## src/rtl/at_seq_pkg.sv

```systemverilog
// Shared types and constants for the AT command sequencer.
// ATSEQ_CRLF_APPEND_EN adds the CR/LF trailer states to the state enum.
package at_seq_pkg;

  typedef enum logic [2:0] {
    S_IDLE,
    S_SEND_HI,
    S_SEND_LO,
`ifdef ATSEQ_CRLF_APPEND_EN
    S_SEND_CR,
    S_SEND_LF,
`endif
    S_WAIT_RESP,
    S_DONE
  } state_t;

  localparam logic [7:0] CH_O   = 8'h4F;
  localparam logic [7:0] CH_K   = 8'h4B;
  localparam logic [7:0] CH_E   = 8'h45;
  localparam logic [7:0] CH_R   = 8'h52;
  localparam logic [7:0] CH_CR  = 8'h0D;
  localparam logic [7:0] CH_LF  = 8'h0A;
  localparam logic [7:0] CH_NUL = 8'h00;

  localparam int DEF_MAX_WORDS      = 16;
  localparam int DEF_TIMEOUT_CYCLES = 50000;

endpackage

```

## src/rtl/at_resp_matcher.sv

```systemverilog
// Reply watcher: remembers the previous rx byte, spots "OK"/"ER" and
// counts cycles spent waiting so the FSM can give up on a silent module.
module at_resp_matcher
  import at_seq_pkg::*;
#(
  parameter int TIMEOUT_CYCLES = DEF_TIMEOUT_CYCLES,
  localparam int TW = $clog2(TIMEOUT_CYCLES + 1)
) (
  input  logic       i_clock,
  input  logic       i_reset,
  input  logic       i_enable,
  input  logic       i_clear,
  input  logic [7:0] i_rx_data,
  input  logic       i_rx_valid,
  output logic       o_ok,
  output logic       o_err,
  output logic       o_expire
);

  logic [7:0]    r_prev;
  logic [TW-1:0] r_count;

  always_ff @(posedge i_clock or posedge i_reset) begin
    if (i_reset) begin
      r_prev  <= CH_NUL;
      r_count <= '0;
    end else if (i_clear) begin
      r_prev  <= CH_NUL;
      r_count <= '0;
    end else if (i_enable) begin
      r_count <= r_count + TW'(1);
      if (i_rx_valid) r_prev <= i_rx_data;
    end
  end

  assign o_ok     = i_enable & i_rx_valid & (r_prev == CH_O) & (i_rx_data == CH_K);
  assign o_err    = i_enable & i_rx_valid & (r_prev == CH_E) & (i_rx_data == CH_R);
  assign o_expire = i_enable & (r_count == TW'(TIMEOUT_CYCLES - 1));

endmodule

```

## src/rtl/at_command_sequencer.sv

```systemverilog
// Buffers host-loaded 16-bit words and streams them to the UART TX, then waits
// for an OK/ER reply. Define ATSEQ_CRLF_APPEND_EN to append CR LF to the command.
module at_command_sequencer
  import at_seq_pkg::*;
#(
  parameter int MAX_WORDS      = DEF_MAX_WORDS,
  parameter int TIMEOUT_CYCLES = DEF_TIMEOUT_CYCLES,
  localparam int AW = $clog2(MAX_WORDS),
  localparam int CW = $clog2(MAX_WORDS) + 1
) (
  input  logic          i_clock,
  input  logic          i_reset,
  input  logic          i_wr_en,
  input  logic [15:0]   i_cmd_word,
  input  logic          i_start,
  input  logic          i_abort,
  output logic [7:0]    o_tx_data,
  output logic          o_tx_valid,
  input  logic          i_tx_ready,
  input  logic [7:0]    i_rx_data,
  input  logic          i_rx_valid,
  output logic          o_busy,
  output logic          o_done,
  output logic          o_resp_ok,
  output logic          o_resp_err,
  output logic          o_timeout,
  output logic          o_overflow,
  output logic [CW-1:0] o_word_count
);

  state_t        r_state, w_next;
  logic [15:0]   r_buf [MAX_WORDS];
  logic [CW-1:0] r_count, r_rd_ptr;
  logic          r_start_d, r_done, r_ok, r_err, r_timeout, r_overflow;

  logic [15:0]   w_word;
  logic [7:0]    w_byte;
  logic [CW-1:0] w_count_after;
  logic          w_idle_like, w_start_edge, w_full, w_write, w_ovf_try;
  logic          w_launch, w_empty_start, w_sending, w_skip, w_step, w_last;
  logic          w_wait, w_match_ok, w_match_err, w_expire;

  // The start seen by a launch already includes a same-cycle write.
  assign w_idle_like   = (r_state == S_IDLE) || (r_state == S_DONE);
  assign w_start_edge  = i_start & ~r_start_d;
  assign w_full        = (r_count == CW'(MAX_WORDS));
  assign w_write       = w_idle_like & i_wr_en & ~w_full & ~i_abort;
  assign w_ovf_try     = w_idle_like & i_wr_en & w_full & ~i_abort;
  assign w_count_after = w_write ? r_count + CW'(1) : r_count;
  assign w_launch      = w_idle_like & w_start_edge & ~i_abort & (w_count_after != '0);
  assign w_empty_start = w_idle_like & w_start_edge & ~i_abort & (w_count_after == '0);

  assign w_word = r_buf[r_rd_ptr[AW-1:0]];
  assign w_last = ((r_rd_ptr + CW'(1)) == r_count);
  assign w_wait = (r_state == S_WAIT_RESP);

  always_comb begin
    w_byte    = CH_NUL;
    w_sending = 1'b0;
    case (r_state)
      S_SEND_HI: begin w_byte = w_word[15:8]; w_sending = 1'b1; end
      S_SEND_LO: begin w_byte = w_word[7:0];  w_sending = 1'b1; end
`ifdef ATSEQ_CRLF_APPEND_EN
      S_SEND_CR: begin w_byte = CH_CR; w_sending = 1'b1; end
      S_SEND_LF: begin w_byte = CH_LF; w_sending = 1'b1; end
`endif
      default: begin w_byte = CH_NUL; w_sending = 1'b0; end
    endcase
  end

  // NUL data bytes pad odd-length commands and are dropped without a handshake.
  assign w_skip     = ((r_state == S_SEND_HI) || (r_state == S_SEND_LO)) && (w_byte == CH_NUL);
  assign o_tx_valid = w_sending & ~w_skip;
  assign o_tx_data  = w_byte;
  assign w_step     = (o_tx_valid & i_tx_ready) | w_skip;

  at_resp_matcher #(.TIMEOUT_CYCLES(TIMEOUT_CYCLES)) u_matcher (
    .i_clock   (i_clock),
    .i_reset   (i_reset),
    .i_enable  (w_wait),
    .i_clear   (~w_wait),
    .i_rx_data (i_rx_data),
    .i_rx_valid(i_rx_valid),
    .o_ok      (w_match_ok),
    .o_err     (w_match_err),
    .o_expire  (w_expire)
  );

  always_ff @(posedge i_clock or posedge i_reset) begin
    if (i_reset) r_state <= S_IDLE;
    else         r_state <= w_next;
  end

  always_comb begin
    w_next = r_state;
    case (r_state)
      S_IDLE, S_DONE: begin
        if (w_launch)           w_next = S_SEND_HI;
        else if (w_empty_start) w_next = S_DONE;
      end
      S_SEND_HI: if (w_step) w_next = S_SEND_LO;
      S_SEND_LO: begin
        if (w_step) begin
`ifdef ATSEQ_CRLF_APPEND_EN
          w_next = w_last ? S_SEND_CR : S_SEND_HI;
`else
          w_next = w_last ? S_WAIT_RESP : S_SEND_HI;
`endif
        end
      end
`ifdef ATSEQ_CRLF_APPEND_EN
      S_SEND_CR: if (w_step) w_next = S_SEND_LF;
      S_SEND_LF: if (w_step) w_next = S_WAIT_RESP;
`endif
      S_WAIT_RESP: if (w_match_ok | w_match_err | w_expire) w_next = S_DONE;
      default: w_next = S_IDLE;
    endcase
    if (i_abort) w_next = S_IDLE;
  end

  always_ff @(posedge i_clock) begin
    if (w_write) r_buf[r_count[AW-1:0]] <= i_cmd_word;
  end

  // Abort drops the buffer but deliberately leaves the sticky result flags alone.
  always_ff @(posedge i_clock or posedge i_reset) begin
    if (i_reset) begin
      r_count    <= '0;
      r_rd_ptr   <= '0;
      r_start_d  <= 1'b0;
      r_done     <= 1'b0;
      r_ok       <= 1'b0;
      r_err      <= 1'b0;
      r_timeout  <= 1'b0;
      r_overflow <= 1'b0;
    end else begin
      r_start_d <= i_start;
      if (i_abort) begin
        r_count  <= '0;
        r_rd_ptr <= '0;
      end else begin
        if (w_write)   r_count    <= w_count_after;
        if (w_ovf_try) r_overflow <= 1'b1;
        if (w_launch) begin
          r_done    <= 1'b0;
          r_ok      <= 1'b0;
          r_err     <= 1'b0;
          r_timeout <= 1'b0;
          r_rd_ptr  <= '0;
        end
        if (w_empty_start) begin
          r_done <= 1'b1;
          r_err  <= 1'b1;
        end
        if ((r_state == S_SEND_LO) && w_step) r_rd_ptr <= r_rd_ptr + CW'(1);
        if (w_wait) begin
          if (w_match_ok)       r_ok <= 1'b1;
          else if (w_match_err) r_err <= 1'b1;
          else if (w_expire) begin
            r_timeout <= 1'b1;
            r_err     <= 1'b1;
          end
          if (w_match_ok | w_match_err | w_expire) begin
            r_done  <= 1'b1;
            r_count <= '0;
          end
        end
      end
    end
  end

  assign o_busy       = ~w_idle_like;
  assign o_done       = r_done;
  assign o_resp_ok    = r_ok;
  assign o_resp_err   = r_err;
  assign o_timeout    = r_timeout;
  assign o_overflow   = r_overflow;
  assign o_word_count = r_count;

endmodule

```

## config.mk

```make
export PLATFORM = sky130hd
export DESIGN_NAME = at_command_sequencer
export DESIGN_NICKNAME = d
export VERILOG_FILES = /design/src/rtl/at_seq_pkg.sv /design/src/rtl/at_resp_matcher.sv /design/src/rtl/at_command_sequencer.sv
export SDC_FILE = /design/constraint.sdc
export NUM_CORES = 1
export LEC_CHECK = 0
export CORE_MARGIN = 8
export CORE_UTILIZATION = 25
export CTS_BUF_LIST = sky130_fd_sc_hd__clkbuf_4 sky130_fd_sc_hd__clkbuf_8
export CTS_CLUSTER_DIAMETER = 200
export CTS_CLUSTER_SIZE = 8
export DETAILED_ROUTE_END_ITERATION = 7
export PLACE_DENSITY = 0.36
export SLEW_MARGIN = 20
export SYNTH_ARGS = -nofsm -noshare
export SYNTH_HDL_FRONTEND = slang
export SYNTH_SLANG_ARGS = --single-unit
```

## constraint.sdc

```tcl
create_clock -name i_clock -period 6.4 [get_ports i_clock]
set_clock_uncertainty 0.1 [all_clocks]
set_input_delay 1.28 -clock i_clock [delete_from_list [all_inputs] [get_ports i_clock]]
set_output_delay 1.28 -clock i_clock [all_outputs]
set_load 0.01 [all_outputs]
```

== Word-level counts from Yosys, hierarchy flattened ==
Memories as Yosys holds them, arrays and structs flattened.
Cells that the tools add are included.

* Flip-flop bits (word level): 43
* Memory bits (writable): 256
* Input port bits: 31
* Output and inout bits: 20
* Word-level logic and storage cells: 111
* Memories kept: 1

* Add/sub/neg operators: 3
* Eq/ne operators: 16
* Mux-type cells: 41
* Bitwise operators: 26
* Reduce and logical (&&, ||, !) cells: 13

{| class="wikitable"
|+ Memory list
! memory !! depth !! bits a word !! read ports !! clocked after Yosys merged registers in !! write ports !! RTL line !! text
|-
| r_buf || 16 || 16 || 1 || 0 || 1 || at_command_sequencer.sv:32 || <nowiki>logic [15:0] r_buf [MAX_WORDS];</nowiki>
|}

{| class="wikitable"
|+ Operators with widths
! operator !! count
|-
| $mux W5 || 8
|-
| $eq A8 B7 Y1 const B || 4
|-
| $mux W1 || 21
|-
| $and A1 B1 Y1 || 18
|-
| $mux W3 || 6
|-
| $add A16 B1 Y16 const B || 1
|-
| $eq A16 B16 Y1 const B || 1
|-
| $mux W16 || 1
|-
| $mux W8 || 2
|-
| $pmux W8 S2 || 1
|-
| $pmux W3 S4 || 1
|-
| $add A5 B1 Y5 const B || 2
|-
| $ne A3 B3 Y1 const B || 3
|-
| $logic_not A8 Y1 || 1
|-
| $eq A3 B2 Y1 const B || 2
|-
| $eq A5 B5 Y1 || 1
|-
| $eq A5 B5 Y1 const B || 1
|-
| $logic_not A5 Y1 || 1
|-
| $not A1 Y1 || 5
|-
| $reduce_bool A5 Y1 || 1
|-
| $ne A4 B4 Y1 const B || 1
|-
| $reduce_and A4 Y1 || 1
|-
| $reduce_or A2 Y1 || 2
|-
| $eq A3 B1 Y1 const B || 1
|-
| other kinds (9) || 13
|}

== Depth between registers and ports, before layout ==
Gate-level depths: netlist (run 1).

* Word-level depth: 14
* Gate-level depth with buffers: 12
* Mapped depth without buffers: 9

== By module ==
From an unflattened synthesis (run 1), not the netlist that was laid out.

* Cells, all modules: 738
* Area total of the unflattened synthesis: 12475.7 sq um

{| class="wikitable"
|+ By module, submodules not included
! module !! times used !! cells an instance !! area each (sq um) !! sequential area each (sq um)
|-
| at_command_sequencer || 1 || 609 || 11228.3 || 8162.8
|-
| at_resp_matcher || 1 || 129 || 1247.4 || 600.6
|}

== Least setup slack after synthesis (run 1) ==
Ideal clock, no wire load.

* Path kind: register to output
* From: register r_rd_ptr[1]
* To: output port o_tx_valid
* Data arrival time: 2323 ps
* Data required time: 5020 ps
* Setup slack: 2697 ps
* Stages on the path, launching flop included: 9
* Buffers on the path: 3
* Cell sequence: dfrtp_1 buf_2 buf_2 buf_1 mux4_2 nand3_1 o2111ai_1 nor4_4 nand4_1

* Cells in the longest elaborated chain, start to end: 6

{| class="wikitable"
|+ RTL lines
! element !! RTL line !! text
|-
| from (decl) || at_command_sequencer.sv:33 || <nowiki>logic [CW-1:0] r_count, r_rd_ptr;</nowiki>
|-
| from (signal assigned) || at_command_sequencer.sv:155 || <nowiki>if ((r_state == S_SEND_LO) && w_step) r_rd_ptr <= r_rd_ptr + CW'(1);</nowiki>
|-
| $mem_v2 Z16 W16 || - ||
|-
| $pmux W8 S2 || at_command_sequencer.sv:60 || <nowiki>case (r_state)</nowiki>
|-
| via o_tx_data[0] || at_command_sequencer.sv:17 || <nowiki>output logic [7:0] o_tx_data,</nowiki>
|-
| $logic_not A8 Y1 || at_command_sequencer.sv:72 || <nowiki>assign w_skip = ((r_state == S_SEND_HI) || (r_state == S_SEND_LO)) && (w_byte == CH_NUL);</nowiki>
|-
| $logic_and A1 B1 Y1 || at_command_sequencer.sv:72 ||
|-
| $not A1 Y1 || at_command_sequencer.sv:73 || <nowiki>assign o_tx_valid = w_sending & ~w_skip;</nowiki>
|-
| $and A1 B1 Y1 || at_command_sequencer.sv:73 ||
|-
| to (decl) || at_command_sequencer.sv:18 || <nowiki>output logic o_tx_valid,</nowiki>
|}

The timed path passes the listed nets, and every way through them passes these cells.

== Final worst setup path (run 1) ==
* From: register r_rd_ptr[0]
* To: output port o_tx_valid

* Cells in the longest elaborated chain, start to end: 6

{| class="wikitable"
|+ RTL lines
! element !! RTL line
|-
| $mem_v2 Z16 W16 || -
|-
| $pmux W8 S2 || at_command_sequencer.sv:60
|-
| $logic_not A8 Y1 || at_command_sequencer.sv:72
|-
| $logic_and A1 B1 Y1 || at_command_sequencer.sv:72
|-
| $not A1 Y1 || at_command_sequencer.sv:73
|-
| $and A1 B1 Y1 || at_command_sequencer.sv:73
|}

No other way between the ends.

==> results.cfg, run 1 <==
[outcome]
status = finished, final reports clean

[logic_synthesis]
muxShareOfSynthArea_pct = 12.5
synth.distinct_cells = 58
synth.area.top_cells = edfxtp_1 (62%), dfrtp_1 (8.7%), mux2i_1 (6.3%)
seq_area_frac_synth_pct = 70.5
synth_edf_count = 256
ys_ff_latch = 299
synthArstFlopShare_pct = 14.4
synth_most_common_cell = edfxtp_1
synth_top_family_by_area = multiplexers
synth_area_um2 = 12400
synthSimpleGateAreaFrac_pct = 7.16
ys.flop_type = edfxtp_1
synth_compound_gate_area_share_pct = 5.35
synth_fa_ha_area_share_pct = 0.604
syn_inst = 757
synth_top_area_share_pct = 61.9
synth_nets = 794
yosys_warnings = 0
yosysTopAreaCell = edfxtp_1
syn_avg_cell_area_um2 = 16.4
synth-xor-area-share_pct = 1.55
synthTopCellsByCount = edfxtp_1 (256), mux2i_1 (78), nor2_1 (47), dfrtp_1 (43), mux4_2 (28)

[global_route]
grt_pass1_vias = 7254
grt_pass1_wl_um = 50900
grt_max_degree = 44
grt_usage_pct = 12.2
antenna_found_initial = 0
gr-total-overflow = 0

[setup_path]
worstSetupPathType = reg2out
cp_cell_sequence = buf_4 > mux4_2 > o21ai_0 > nand4_1 > nor2_1 > nand4_1 > clkdlybuf4s50_1
critPathSlowestCell = dfrtp_4
path_max_fanout = 37
critPathLaunchType = register
crit_required_ps = 5020
max_stage_delay_ps = 900
cp_common_cell = nand4_1
critPathCaptureType = output pin
critPathArrivalTime_ps = 4120

[clock_network]
cts_resized = 0
cts_setup_buffers = 0
clk_latency_ps = 620
numCtsBuffers = 43
path_clk_slew_ps = 70
cts-root-buf = clkbuf_8
cts_max_level = 2
clock_sinks = 299
cts.path.max_buffers = 3
cts_tree = built
cts_hold_buf = 0

[place]
numPortBuffers = 50
routabilityCongestion = 0.688
dpl.hpwl_um = 20000

[detailed_routing]
drc = 0
avgViaCountPerCell = 4.46
drt_iter0_drc = 424
vias = 6747
ant_nets = 0
wirelength_met1_um = 16100
highest_layer = met4
drt-pass1-iter-count = 4
wl_met3_um = 1450
wl_per_cell_um = 22.9
drt-total-wl_um = 34600
route.met2.wl_um = 16100

[pwr]
powerDensity_nw_per_um2 = 300
finalPower_uw = 4350
leakagePower_uw = 0.00458
vdd_drop_max_mv = 0.120

[die]
die_y_um = 239
start_util_pct = 25.3
die_area_um2 = 57100
die_w_um = 239
coreArea_um2 = 49100
rows = 81
io_pins = 51

[sta]
min_period_over_period_pct = 85.9
setup_violations = 0
hold_violations = 0
slew_headroom_pct = 32.9
timing.fmax_ghz = 0.182
fin_setup_tns_ps = 0
period_minus_slack_ps = 5500
rsz0062_at_grt = false
drv_slew = 0
worst_pin_slew_ps = 998

[finish]
syn_to_final_growth_pct = 16.7
n_antenna_cell = 0
finalNetCount = 872
fillers = 4956
multi_input_area_um2 = 3430
seq_area_um2 = 8770
drive_gt1_share_pct = 16.2

[job]
cap_viol_max_count = 0

[worst_hold_path]
hold_path_class = reg2reg
[where the power goes]
group | internal, uW | total [uW] | switching [uW]
logic | 318 | 703 | 386
registers | 2160 | 2230 | 68.0
clock network | 679 | 1410 | 734
[stage by stage]
stage | hold slack (ps) | setup WS (ps) | util [%] | area, um2 | std cells
6_report | 391 | 904 | 29.5 | 14500 | 1512
5_1_grt | 420 | 579 | 29.5 | 14500 | 1512
4_1_cts | 397 | 745 | 29.5 | 14500 | 1512
3_5_place_dp | 380 | 1420 | 28.1 | 13800 | 1454
3_3_place_gp | 377 | 1440 | 28.1 | 13800 | 1454
2_1_floorplan | 355 | 2700 | - | 12400 | 757
[worst max-delay path, delay by kind of cell (launching register included)]
kind            cells  cell delay [ps]
compound gates      1              180
buf+inv             2             1150
flops               1              900
mux                 1              570
simple gates        3              680
[layer usage]
layer / vias to the layer above / GRT usage, %
li1: 3110 / -
met4: 0 / 4.14
met1: 3472 / 16.4
met3: 58 / 2.56
met2: 107 / 19.4
met5: - / 0
[worst paths after layout]
check | startpoint | to | slack [ps] | depth (start not counted)
worst max-delay path | r_rd_ptr[0] | o_tx_valid | 900 | 7
worst min-delay path | o_timeout | o_timeout | 390 | 2
worst max register to register | r_rd_ptr[0] | r_rd_ptr[0] | 2720 | 8
worst min register to register | o_timeout | o_timeout | 390 | 2
max in group asynchronous | i_reset | r_rd_ptr[0] | 4620 | 2
min in group asynchronous | i_reset | o_timeout | 1030 | 2
[logic make-up (layout without fill, tap and decap cells)]
logic type / Yosys count / in the layout
mux: 112 / 112
buf+inv: 60 / 151
flops: 299 / 299
compound gates: 92 / 92
fa+ha+maj: 6 / 6
xor+xnor: 22 / 22
simple gates: 166 / 166
[area by class of cell]
class / count / share of cell area (%)
well taps: 664 / 5.73
multi-input cells: 398 / 23.6
clock inverters: 4 / 0.276
clock buffers: 54 / 4.65
flip-flops and latches: 299 / 60.5
inverters: 19 / 0.501
repair buffers: 74 / 4.70
[cells in the final DEF (no fill, tap or decap), types with 3 or more instances in the layout]
cell / n
a21oi_1: 15
a221oi_1: 7
a22o_1: 4
a22oi_1: 23
a31oi_1: 3
and2_1: 3
and2_2: 4
and3_1: 6
buf_4: 24
clkbuf_4: 11
clkbuf_8: 43
clkdlybuf4s50_1: 50
dfrtp_1: 41
edfxtp_1: 256
ha_1: 6
inv_1: 18
mux2i_1: 78
mux4_1: 5
mux4_2: 28
nand2_1: 23
nand2b_1: 3
nand3_1: 24
nand4_1: 13
nor2_1: 44
nor2b_1: 6
nor3_2: 3
nor4_1: 3
o211ai_1: 9
o21ai_0: 12
o22ai_1: 5
o31ai_1: 3
or2_2: 3
or3_1: 6
xnor2_1: 10
xor2_1: 12
[state kept, by name (all words and copies together) (netlist names)]
signal             cells
o_done                 1
o_word_count           5
u_matcher.r_count     16
o_overflow             1
o_resp_ok              1
r_rd_ptr               5
r_start_d              1
o_timeout              1
r_buf                256
o_resp_err             1
r_state                3
u_matcher.r_prev       8
No activity file was read; power rests on OpenSTA's default activity.
==> run 2, diff against run 1 <==
- GPL_TIMING_DRIVEN: default -> 0
- REMOVE_ABC_BUFFERS: default -> 1
==> run 2 against run 1 <==
- core utilization up 0.39 points
- cell area increased by 1.3%
- register-to-register slack got worse by 450 ps
- power up 0.91%
- sequential share of layout area shrank 0.78 points
- worst hold slack got worse by 2.1 ps
- fmax shrank 8.0%
- non-clock buffer count fell by 3
- critical path depth unchanged
- largest cell class unchanged
- largest power group unchanged
- highest routed layer unchanged
==> results.cfg, run 2 (synthesis results as in run 1) <==
[sta]
period_minus_slack_ps = 5970
hold_violations = 0
worst_pin_slew_ps = 1130
min_period_over_period_pct = 93.3
timing.fmax_ghz = 0.167
slew_headroom_pct = 24.8
drv_slew = 0
setup_violations = 0
rsz0062_at_grt = false
finalWorstSetupSlack_ps = 427
hold_ws_ps = 388

[setup_path]
critical_path_buf_inv_count = 1
rrSetupSlack_ps = 2270
critPathArrivalTime_ps = 4590
critPathSlowestCell = dfrtp_1
crit_cells = 7
worstSetupPathType = reg2out
critPathTopFamily = simple AND/OR/NAND/NOR gates
critPathCaptureType = output pin
crit_required_ps = 5020
max_stage_delay_ps = 1020
cp_cell_sequence = nor2b_4 > a22oi_1 > a22oi_1 > o2111ai_1 > nor4_4 > nand4_1 > clkdlybuf4s50_1
critPathLaunchType = register
path_max_fanout = 21
reg2reg_depth = 8
cp_common_cell = a22oi_1

[clock_network]
clock_sinks = 299
cts_max_level = 2
cts-root-buf = clkbuf_8
cts.path.max_buffers = 3
cts_resized = 0
cts_tree = built
numCtsBuffers = 43
cts_hold_buf = 0
clk_latency_ps = 610
cts_setup_buffers = 0
path_clk_slew_ps = 70

[die]
die_w_um = 239
io_pins = 51
die_area_um2 = 57100
start_util_pct = 25.3
die_y_um = 239
coreArea_um2 = 49100
rows = 81

[finish]
syn_to_final_growth_pct = 18.2
largest_reg_flops = 256
drive_gt1_share_pct = 16.8
final_cell_mix = edfxtp_1 (256), mux2i_1 (78), clkdlybuf4s50_1 (50)
finalNetCount = 869
design_area_um2 = 14700
fin_cells = 1511
final_common_cell = edfxtp_1

[global_route]
grt_max_degree = 40
grt_usage_pct = 11.8
antenna_found_initial = 1
grt_pass1_wl_um = 49200
gr-total-overflow = 0
grt_pass1_vias = 7162

[detailed_routing]
drt-pass1-iter-count = 4
avgViaCountPerCell = 4.46
ant_nets = 0
wl_per_cell_um = 22.2
drt-total-wl_um = 33600
drt_iter0_drc = 360
drc = 0
vias = 6733

[place]
numPortBuffers = 50
placed_area_um2 = 14000
routabilityCongestion = 0.700
dp_cells = 1451
dpl.hpwl_um = 20800
pre_cts_slack_ps = 934

[pwr]
vdd_drop_max_mv = 0.116
leakagePower_uw = 0.00463
powerDensity_nw_per_um2 = 299

[worst_hold_path]
hold_path_class = reg2reg
hold_path_depth = 1

[job]
cap_viol_max_count = 0

[outcome]
status = finished, final reports clean
==> run 2: changes by cell type in the layout (fill, tap and decap cells not counted), moves of 2 or more <==
| cell | delta |
|---|---|
| buf_6 | +3 |
| buf_16 | +6 |
| inv_8 | +2 |
| buf_12 | +3 |
| and3_1 | -4 |
| buf_4 | -16 |
| and3_2 | +4 |
==> run 2: worst register-to-register path, cell delays in order (launching register included) <==
cell,delay [ps]
dfrtp_1,1020
nor2b_4,770
a22oi_1,250
a22oi_1,260
o2111ai_1,300
nor4_4,550
a41oi_4,270
or3_1,370
a21oi_1,140
==> run 2: area by class of cell <==
type | instances | area (um2)
diodes | 1 | 2.50
clock buffers | 55 | 682
clock inverters | 4 | 37.5
fillers | 4899 | 34400
inverters | 19 | 71.3
multi-input cells | 398 | 3460
flip-flops and latches | 299 | 8770
well taps | 664 | 831
repair buffers | 71 | 835
==> run 2: report_power, final <==
| part | internal (uW) | switching, uW |
|---|---|---|
| Combinational | 329 | 404 |
| Clock | 687 | 738 |
| Sequential | 2160 | 65.5 |
==> run 2: final timing paths <==
check | end | startpoint
worst max-delay path | o_tx_valid | r_rd_ptr[2]
worst min-delay path | u_matcher.r_count[0] | u_matcher.r_count[0]
worst max register to register | r_rd_ptr[0] | r_rd_ptr[2]
worst min register to register | u_matcher.r_count[0] | u_matcher.r_count[0]
max in group asynchronous | r_rd_ptr[0] | i_reset
min in group asynchronous | o_word_count[1] | i_reset
==> run 2: stage by stage <==
stage	util, %	TNS (ps)	power, uW
floorplan	-	-96.8	2710
global placement	27.6	-36200	3070
detailed placement	28.5	0	3020
CTS	29.9	0	4470
global route	29.9	0	4590
finish	29.9	0	4390
==> run 2: layer usage <==
metal,up-vias,wire (um),GRT usage [%],share of wire [%]
met5,-,0,0,0
met4,0,631,3.42,1.9
met3,45,1480,2.46,4.4
met2,110,15700,18.7,47
met1,3470,15800,16.2,47
li1,3108,-,-,-
==> run 3, diff against run 2 <==
- CELL_PAD_IN_SITES_DETAIL_PLACEMENT: default -> 1
- CELL_PAD_IN_SITES_GLOBAL_PLACEMENT: default -> 1
- CORE_UTILIZATION: 25 -> 35
- PLACE_DENSITY: 0.36 -> 0.53
- SETUP_SLACK_MARGIN: default -> 0.5
==> run 3 against run 2 <==
- non-clock buffer count fell by 4
- die area fell by 27%
- register-to-register slack improved by 180 ps
- cell area fell by 2.1%
- combinational power fell by 3.1%
- critical path type unchanged
- cell count fell by 14%
- count of clock-buffer cells in the layout rose by 3
- global-route usage rose by 3.9 points
- worst setup slack improved by 420 ps
- routed wire length fell by 2.5%
==> results.cfg, run 3 (synthesis results as in run 1) <==
[outcome]
status = finished, final reports clean

[setup_path]
reg2reg_depth = 9
max_stage_delay_ps = 880
critPathLaunchType = register
crit_required_ps = 5020
worstSetupPathType = reg2out
critPathCaptureType = output pin
critPathArrivalTime_ps = 4170
path_max_fanout = 36
critPathSlowestCell = dfrtp_4
cp_cell_sequence = buf_16 > mux4_1 > mux2i_1 > o22ai_1 > a211o_1 > nor4_4 > nand4_1 > clkdlybuf4s50_1

[global_route]
grt_pass1_vias = 7805
grt_usage_pct = 15.8
gr-total-overflow = 0
grt_max_degree = 37
antenna_found_initial = 0
grt_pass1_wl_um = 49300

[sta]
rsz0062_at_grt = false
slew_headroom_pct = 26.8
fin_setup_tns_ps = 0
drv_slew = 0
setup_violations = 0
timing.fmax_ghz = 0.180
period_minus_slack_ps = 5550
min_period_over_period_pct = 86.8
hold_violations = 0
worst_pin_slew_ps = 1100

[die]
io_pins = 51
coreArea_um2 = 35200
die_w_um = 204
die_area_um2 = 41800
die_y_um = 204
rows = 69
start_util_pct = 35.3

[finish]
drive_gt1_share_pct = 16.8
finalNetCount = 865
largest_reg_flops = 256
design_area_um2 = 14400
final_common_cell = edfxtp_1
fillers = 3474
syn_to_final_growth_pct = 15.7
final_cell_mix = edfxtp_1 (256), mux2i_1 (78), clkdlybuf4s50_1 (50)
final_core_util_pct = 40.8

[clock_network]
cts_setup_buffers = 0
path_clk_slew_ps = 60
cts_tree = built
cts.path.max_buffers = 3
cts_max_level = 2
clock_sinks = 299
numCtsBuffers = 43
clk_latency_ps = 540
cts_hold_buf = 0
cts-root-buf = clkbuf_8

[detailed_routing]
wl_per_cell_um = 25.1
ant_nets = 0
vias = 6893
drt-pass1-iter-count = 4
drt_iter0_drc = 488
drt-total-wl_um = 32700
drc = 0
avgViaCountPerCell = 5.28

[pwr]
leakagePower_uw = 0.00460
finalPower_uw = 4350
powerDensity_nw_per_um2 = 302
vdd_drop_max_mv = 0.150

[worst_hold_path]
hold_path_depth = 1
hold_path_class = reg2reg

[job]
cap_viol_max_count = 0

[place]
dpl.hpwl_um = 20100
placed_area_um2 = 13600
numPortBuffers = 50
routabilityCongestion = 0.727
-- run 3: area by class of cell --
class	instances	area [um2]	area share, %
Antenna cell	1	2.50	0.0174
Inverter	19	71.3	0.496
Timing Repair Buffer	67	761	5.29
Sequential cell	299	8770	61.0
Clock inverter	3	23.8	0.165
Multi-Input combinational cell	398	3460	24.1
Tap cell	461	577	4.01
Clock buffer	58	711	4.94
-- run 3: worst max-delay path, delay by kind of cell (launching register included) --
kind,cells,cell delay [ps]
AOI/OAI and AO/OA,2,480
buffers and inverters,2,870
DFF,1,880
muxes,2,790
and+or+nand+nor,2,580
-- run 3: final timing paths --
path                        startpoint                    end  slack, ps
max                        r_rd_ptr[0]             o_tx_valid        850
max in group asynchronous      i_reset            r_rd_ptr[0]       4750
max reg2reg                r_rd_ptr[0]            r_rd_ptr[0]       2450
min                         o_overflow             o_overflow        390
min in group asynchronous      i_reset  u_matcher.r_count[14]        940
min reg2reg                 o_overflow             o_overflow        390
-- run 3: stage by stage --
stage | worst slack, ps | std cells | hold slack, ps
after global placement | -2160 | 1227 | 368
after detailed placement | 1260 | 1243 | 392
after global routing | 593 | 1305 | 424
after floorplan | -96.8 | 716 | 355
after CTS | 650 | 1304 | 402
final | 847 | 1306 | 392
-- run 3: layer usage --
metal  up-vias  global-route usage (%)  share of wire, %
met5         -                       0                 0
met4         0                    4.50               1.9
met3        46                    2.66               4.3
met2       158                    26.1                49
met1      3585                    21.1                45
li1       3104                       -                 -
-- run 3: repair_timing --
action                                 in CTS  in global routing
endpoints found under the hold margin       0                  0
resized for setup                           0                  1
setup endpoints to repair                   0                  1
-- run 3: report_power, final --
part | total, uW | leakage (uW) | switching (uW) | internal (uW)
logic | 710 | 0.00133 | 385 | 324
clock network | 1400 | 0.000386 | 697 | 708
registers | 2230 | 0.00289 | 71.0 | 2160
total | 4350 | 0.00460 | 1150 | 3190
